**config.mk**
```make
export PLATFORM = sky130hd
export DESIGN_NAME = fp_unit_arbiter
export DESIGN_NICKNAME = d
export VERILOG_FILES = /design/src/rtl/fp_unit_arbiter.sv
export SDC_FILE = /design/constraint.sdc
export NUM_CORES = 1
export LEC_CHECK = 0
export CAP_MARGIN = 20
export CORE_AREA = 2 2 464 466
export DETAILED_ROUTE_END_ITERATION = 10
export DIE_AREA = 0 0 466 468
export GPL_ROUTABILITY_DRIVEN = 1
export HOLD_SLACK_MARGIN = 0.15
export PLACE_DENSITY_LB_ADDON = 0.12
export RECOVER_POWER = 25
export SYNTH_ARGS = -nofsm -noshare
export SYNTH_HDL_FRONTEND = slang
export SYNTH_SLANG_ARGS = --single-unit
```
**constraint.sdc**
```tcl
create_clock -name clk -period 7.1 [get_ports clk]
set_input_delay 1.42 -clock clk [delete_from_list [all_inputs] [get_ports clk]]
set_output_delay 1.42 -clock clk [all_outputs]
set_load 0.1 [all_outputs]
```
**src/rtl/fp_unit_arbiter.sv**
```systemverilog
// Shares one FP adder and one FP multiplier among NREQ requesters, each unit behind its own round-robin channel.
// Grant/go one cycle after request, response one cycle after unit finish; a WAIT reaching TIMEOUT aborts with err_valid.
module fp_unit_arbiter #(
  parameter int DBL_WIDTH = 64,
  parameter int NREQ      = 4,
  parameter int TIMEOUT   = 255
) (
  input  logic                      clk,
  input  logic                      rst_n,
  input  logic [NREQ-1:0]           req,
  input  logic [NREQ-1:0]           req_op,
  input  logic [NREQ*DBL_WIDTH-1:0] req_a,
  input  logic [NREQ*DBL_WIDTH-1:0] req_b,
  output logic [NREQ-1:0]           gnt,
  output logic [NREQ-1:0]           rsp_valid,
  output logic [NREQ*DBL_WIDTH-1:0] rsp_data,
  output logic                      err_valid,
  output logic [$clog2(NREQ)-1:0]   err_id,
  output logic                      add_go,
  output logic                      mul_go,
  output logic [DBL_WIDTH-1:0]      add_a,
  output logic [DBL_WIDTH-1:0]      add_b,
  output logic [DBL_WIDTH-1:0]      mul_a,
  output logic [DBL_WIDTH-1:0]      mul_b,
  input  logic                      add_finish,
  input  logic                      mul_finish,
  input  logic [DBL_WIDTH-1:0]      add_r,
  input  logic [DBL_WIDTH-1:0]      mul_r
);
  localparam int IDW = $clog2(NREQ);
  localparam int CW  = $clog2(TIMEOUT + 1);
  localparam logic [CW-1:0]  TO_VAL  = CW'(TIMEOUT);
  localparam logic [IDW-1:0] LAST_ID = IDW'(NREQ - 1);

  typedef enum logic {ST_IDLE, ST_WAIT} state_t;

  // Index 0 is the ADD channel, index 1 the MUL channel.
  state_t                         state  [2];
  logic [IDW-1:0]                 rr_ptr [2];
  logic [IDW-1:0]                 cur_id [2];
  logic [CW-1:0]                  cnt    [2];
  logic [DBL_WIDTH-1:0]           op_a   [2];
  logic [DBL_WIDTH-1:0]           op_b   [2];
  logic [1:0]                     go_q;
  logic                           err_pend;
  logic [IDW-1:0]                 pend_id;
  logic [NREQ-1:0][DBL_WIDTH-1:0] a_v;
  logic [NREQ-1:0][DBL_WIDTH-1:0] b_v;
  logic [NREQ-1:0][DBL_WIDTH-1:0] rsp_q;
  logic [NREQ-1:0]                cand   [2];
  logic [IDW-1:0]                 sel_id [2];
  logic [DBL_WIDTH-1:0]           res    [2];
  logic [1:0]                     sel_vld;
  logic [1:0]                     fin;
  logic [1:0]                     tmo;
  logic [IDW-1:0]                 idx;

  assign a_v     = req_a;
  assign b_v     = req_b;
  assign cand[0] = req & ~req_op;
  assign cand[1] = req & req_op;
  assign fin     = {mul_finish, add_finish};
  assign res[0]  = add_r;
  assign res[1]  = mul_r;

  always_comb begin
    idx     = '0;
    sel_vld = '0;
    tmo     = '0;
    for (int c = 0; c < 2; c++) begin
      sel_id[c] = '0;
      // Scan downward so the last hit is the first requester at or after rr_ptr.
      for (int k = NREQ - 1; k >= 0; k--) begin
        idx = IDW'((int'(rr_ptr[c]) + k) % NREQ);
        if (cand[c][idx]) begin
          sel_vld[c] = 1'b1;
          sel_id[c]  = idx;
        end
      end
      if (state[c] != ST_IDLE) sel_vld[c] = 1'b0;
      tmo[c] = (state[c] == ST_WAIT) && !fin[c] && (cnt[c] == TO_VAL);
    end
  end

  always_ff @(posedge clk) begin
    if (!rst_n) begin
      for (int c = 0; c < 2; c++) begin
        state[c]  <= ST_IDLE;
        rr_ptr[c] <= '0;
        cur_id[c] <= '0;
        cnt[c]    <= '0;
        op_a[c]   <= '0;
        op_b[c]   <= '0;
      end
      go_q      <= '0;
      gnt       <= '0;
      rsp_valid <= '0;
      rsp_q     <= '0;
      err_valid <= 1'b0;
      err_id    <= '0;
      err_pend  <= 1'b0;
      pend_id   <= '0;
    end else begin
      gnt       <= '0;
      go_q      <= '0;
      rsp_valid <= '0;
      for (int c = 0; c < 2; c++) begin
        case (state[c])
          ST_IDLE: begin
            if (sel_vld[c]) begin
              gnt[sel_id[c]] <= 1'b1;
              go_q[c]        <= 1'b1;
              op_a[c]        <= a_v[sel_id[c]];
              op_b[c]        <= b_v[sel_id[c]];
              cur_id[c]      <= sel_id[c];
              cnt[c]         <= '0;
              state[c]       <= ST_WAIT;
            end
          end
          ST_WAIT: begin
            if (fin[c]) begin
              rsp_valid[cur_id[c]] <= 1'b1;
              rsp_q[cur_id[c]]     <= res[c];
            end
            // Finish and timeout both release the channel; finish wins on a tie.
            if (fin[c] || cnt[c] == TO_VAL) begin
              rr_ptr[c] <= (cur_id[c] == LAST_ID) ? '0 : cur_id[c] + 1'b1;
              state[c]  <= ST_IDLE;
            end else begin
              cnt[c] <= cnt[c] + 1'b1;
            end
          end
          default: state[c] <= ST_IDLE;
        endcase
      end

      // Simultaneous timeouts: ADD reports now, MUL is parked one cycle.
      err_valid <= 1'b0;
      if (tmo[0]) begin
        err_valid <= 1'b1;
        err_id    <= cur_id[0];
        if (tmo[1]) begin
          err_pend <= 1'b1;
          pend_id  <= cur_id[1];
        end
      end else if (err_pend) begin
        err_valid <= 1'b1;
        err_id    <= pend_id;
        err_pend  <= 1'b0;
      end else if (tmo[1]) begin
        err_valid <= 1'b1;
        err_id    <= cur_id[1];
      end
    end
  end

  assign rsp_data = rsp_q;
  assign add_go   = go_q[0];
  assign mul_go   = go_q[1];
  assign add_a    = op_a[0];
  assign add_b    = op_b[0];
  assign mul_a    = op_a[1];
  assign mul_b    = op_b[1];

endmodule

```
## Word level (Yosys, flattened, before mapping)

Memories as Yosys holds them, arrays and structs flattened.
Index checks and enable logic that the tools add are counted.
W data, S select, Z words.

| word-level totals | value |
|---|---|
| memories kept | 6 |
| bits in read-only memories | 0 |
| logic and storage cells | 203 |
| latch bits | 0 |
| bits in registers | 272 |
| RAM bits | 282 |
| output and inout bits | 525 |

| cells by class | value |
|---|---|
| order comparisons | 16 |
| bitwise logic cells | 21 |
| $add $sub $neg | 10 |
| equal/unequal tests | 4 |
| $mul | 0 |
| multiplexer cells | 120 |
| divide/modulo/power cells | 0 |
| shifts and indexed selects | 0 |
| reduce and logical (&&, ||, !) cells | 15 |

Memories:

| name | depth | width | read ports | clocked after memory_dff | wr ports | line | source |
|---|---|---|---|---|---|---|---|
| op_a | 2 | 64 | 2 | 0 | 2 | 42 | `logic [DBL_WIDTH-1:0] op_a [2];` |
| op_b | 2 | 64 | 2 | 0 | 2 | 43 | `logic [DBL_WIDTH-1:0] op_b [2];` |
| cnt | 2 | 8 | 2 | 0 | 2 | 41 | `logic [CW-1:0] cnt [2];` |
| cur_id | 2 | 2 | 2 | 0 | 2 | 40 | `logic [IDW-1:0] cur_id [2];` |
| rr_ptr | 2 | 2 | 2 | 0 | 2 | 39 | `logic [IDW-1:0] rr_ptr [2];` |
| state | 2 | 1 | 2 | 0 | 2 | 38 | `state_t state [2];` |

Operator list:

| cell | count |
|---|---|
| $mux W256 | 5 |
| $mux W64 | 10 |
| $bmux W64 S2 | 4 |
| $bwmux W256 | 2 |
| $demux W64 S2 | 2 |
| $mux W1 | 54 |
| $mux W4 | 10 |
| $lt A2 B3 Y1 const B | 12 |
| $mux W2 | 17 |
| $mux W8 | 4 |
| $add A8 B1 Y8 const B | 2 |
| $bmux W1 S2 | 8 |
| $eq A8 B8 Y1 const B | 2 |
| $or A1 B1 Y1 | 16 |
| $add A2 B1 Y2 const B | 4 |
| $add A2 B2 Y2 const B | 4 |
| $and A4 B4 Y4 | 2 |
| $demux W1 S2 | 4 |
| $ge A2 B1 Y1 const B | 4 |
| $logic_and A1 B1 Y1 | 8 |
| $or A4 B4 Y4 | 2 |
| $eq A2 B2 Y1 const B | 2 |
| $not A4 Y4 | 1 |
| $reduce_and A2 Y1 | 2 |
| other kinds (3) | 5 |

## Longest topological paths before layout

| depth | value |
|---|---|
| word-level depth | 18 |
| mapped depth | 8 |
| gate-level depth less buffers | 6 |

## Worst setup path before layout

OpenSTA, ideal clock, no wires.

| timing | value |
|---|---|
| path type | input to register |
| start | input port req[2] |
| end | memory cnt[1][0] (netlist bit) (enable) |
| path buffers | 0 |
| cell stages on the path | 4 |
| data required time | 6764 ps |
| path slack | 1284 ps |
| library setup time | 336 ps |
| arrival | 5481 ps |
| path through | nand2_1 > a31oi_1 > nand2b_1 > nand2b_1 |

RTL lines:

| item | line | source |
|---|---|---|
| from (decl) | 10 | `input logic [NREQ-1:0] req,` |
| to (decl) | 41 |  |

==> impl_metrics.json <==
{
  "status": "finished, violations left",
  "failed_checks": "capacitance limit, slew limit",
  "hp-start": "pend_id[0]",
  "rrSetupSlack_ns": 2.68,
  "crit_fanout": 32,
  "seqCellArea_sq_um": 13900,
  "postCtsSetupRepairBufs": 0,
  "numCtsBuffers": 83,
  "ys_types": 51,
  "num_rows": 170,
  "hp-class": "reg -> reg",
  "hold_viol": 0,
  "die_w_um": 466,
  "synthArstFlopShare": 0,
  "cp_top_family": "compound AO/OA/AOI/OAI gates",
  "cp.arrival_ns": 5.71,
  "vias": 26000,
  "antenna_found_initial": 78,
  "slowest_stage": "a2bb2oi_1",
  "ys_ff_latch": 554,
  "drt_iter0_markers": 1498,
  "drv_slew": 203,
  "ys_warn_count": 0,
  "hold_depth": 2,
  "layout_common_cells": "clkdlybuf4s50_1 (1149), mux2i_1 (772), edfxtp_1 (281), nand2_1 (276), dfxtp_1 (273)",
  "firstDrtPassIters": 5,
  "irDropWorstVdd_uv": 159,
  "max_slew_margin": -1.18,
  "start_util": 0.137,
  "grt_first_pass_wirelength_um": 241000,
  "worstPathRequired_ns": 7.53,
  "start_kind": "input port",
  "crit_chain": "clkdlybuf4s50_1, and2_1, a311oi_1, a2bb2oi_1, clkbuf_1, buf_4, mux2i_1, o22ai_1",
  "final_net_count": 4227,
  "synth_ff_type": "edfxtp_1",
  "clock_skew_ns": 0.0492,
  "fillers": 23000,
  "synth_area_sq_um": 29300,
  "root_buffer": "clkbuf_16",
  "grt_max_degree": 130,
  "r2r-start": "rr_ptr[0][3]",
  "maxCapViolations": 13,
  "gr-total-overflow": 0,
  "die_area_sq_um": 218000,
  "grt.total_usage": 0.159,
  "worst-path-buf-inv": 3,
  "max_freq_mhz": 189,
  "cts_tree": "done",
  "gp_congestion": 0.826,
  "clock-sinks": 554,
  "insertion_delay_ns": 0.74,
  "final_common_cell": "clkdlybuf4s50_1",
  "criticalPathCategory": "in -> reg",
  "syn2layout_area_growth_pct": 58.4,
  "core_sq_um": 213000,
  "die_h_um": 468,
  "p_per_area_nw_per_um2": 297,
  "worstReg2RegEnd": "op_a[0][110]",
  "path_clk_slew_ns": 0.06,
  "dp_cells": 6317,
  "synth_fp_nets": 3152,
  "cts_buffer_depth": 3,
  "worst_pin_slew_ns": 3.27,
  "critPathMaxStageDelay_ns": 1.52,
  "synth-edff-count": 281,
  "grt_setup_unrepaired": "false",
  "vias_per_cell": 4.02,
  "yosysSeqAreaShare": 0.475,
  "wl_per_cell_um": 28.1,
  "multi_input_area_sq_um": 14000,
  "p_leak_nw": 22.0,
  "drtAntennaViolNets": 0,
  "drive_gt1_frac": 0.0507,
  "worstHoldEndpoint": "pend_id[0]",
  "grt_pass1_vias": 27100,
  "fin_util": 0.218,
  "hpwl_um": 135000,
  "finalSetupViolCount": 0,
  "holdBufCountCts": 0,
  "htreeDepth": 3,
  "ios": 1177,
  "final_cell_count_no_fill": 6483,
  "synth.avg_cell_area_sq_um": 11.8,
  "portBuffers": 1176,
  "finalSetupTns_ns": 0,
  "post_cts_resized": 0,
  "routed_wl_um": 182000,
  "post-route-min-period_ns": 5.29,
  "cp-end-kind": "flip-flop",
  "postSynthCellCount": 2490,
  "drc": 0,
  "reg2reg_depth": 6,
  "period_share": 0.745
}
sequential cells by signal, indices dropped and copies added, names as in the netlist, 4 cells and up:
name / cells
cur_id: 4
gnt: 4
rsp_data: 256
rsp_valid: 4
op_a: 128
rr_ptr: 4
cnt: 16
op_b: 128
layer usage:
metal  vias up  global-route usage  routed length, um
li1      11800                   -                  -
met3       257              0.0737              18600
met4        48              0.0316               3630
met1     12900               0.173              69200
met2      1051               0.280              90500
met5         -                   0                285
through the flow:
| step | worst slack, ns | instance area [sq um] | hold slack [ns] | total power, mW |
|---|---|---|---|---|
| floorplan | 1.28 | 29300 | 0.486 | 7.87 |
| global placement | 2.31 | 43900 | 0.523 | 9.72 |
| detailed placement | 2.44 | 43900 | 0.533 | 9.72 |
| CTS | 3.09 | 46600 | 0.547 | 14.1 |
| global route | 1.59 | 46400 | 0.560 | 14.3 |
| finish | 1.81 | 46400 | 0.536 | 13.8 |
cell usage after synthesis (all sizes together) (2+ instances only):
cell type | n | share of area
dfxtp | 273 | 0.19
xor2 | 6 | 0.0018
o22ai | 256 | 0.057
a21oi | 2 | 0.00034
o21a | 4 | 0.0010
nor3 | 5 | 0.0010
xnor2 | 5 | 0.0015
o221ai | 2 | 0.00060
inv | 11 | 0.0014
nor2b | 5 | 0.0011
nand3 | 19 | 0.0032
ha | 10 | 0.0043
o21ai | 8 | 0.0014
edfxtp | 281 | 0.29
nor2 | 18 | 0.0023
o21bai | 2 | 0.00051
nand2b | 8 | 0.0017
nor3b | 3 | 0.00077
nand2 | 279 | 0.036
buf | 127 | 0.035
a21boi | 7 | 0.0018
mux2 | 2 | 0.00077
and3 | 2 | 0.00043
and2 | 6 | 0.0013
clkbuf | 103 | 0.014
or2 | 2 | 0.00043
o211a | 257 | 0.088
o32ai | 2 | 0.00060
mux2i | 772 | 0.26
logic make-up after synthesis:
kind of cell / after synthesis / share of synthesized area
compound gates: 549 / 0.154
xor+xnor: 11 / 0.00329
fa+ha+maj: 10 / 0.00427
buf+inv: 241 / 0.0502
flops: 554 / 0.475
mux: 774 / 0.264
simple gates: 351 / 0.0492
worst max-delay path by stage:
stage                            from  depth (start not counted)      endpoint
after floorplan                req[2]                          4     cnt[1][0]
after global placement      req_op[1]                          7   op_a[0][72]
after detailed placement    req_op[0]                          6   op_a[0][62]
after CTS                 op_b[0][69]                          1      mul_b[5]
after global routing           req[1]                          8   op_a[0][93]
final                          req[1]                          8  op_a[0][110]
final cells by class:
type	instances	area share
flip-flops and latches	554	0.299
diodes	15	0.000809
clock inverters	28	0.00755
multi-input cells	1695	0.302
repair buffers	1220	0.262
clock buffers	122	0.0500
inverters	11	0.00105
well taps	2838	0.0765
tightest hold or removal path, cell delays in order (launching register included):
cell     delay, ns
dfxtp_1       0.33
mux2i_1       0.07
nor2b_1       0.09
power by group:
group          switching (mW)  internal, mW  leakage, nW  total [mW]
registers               0.219          3.84         5.28        4.05
clock network            1.80          2.43         1.29        4.23
logic                    4.06          1.46         15.5        5.52
Power figures use the tool's default switching activity.
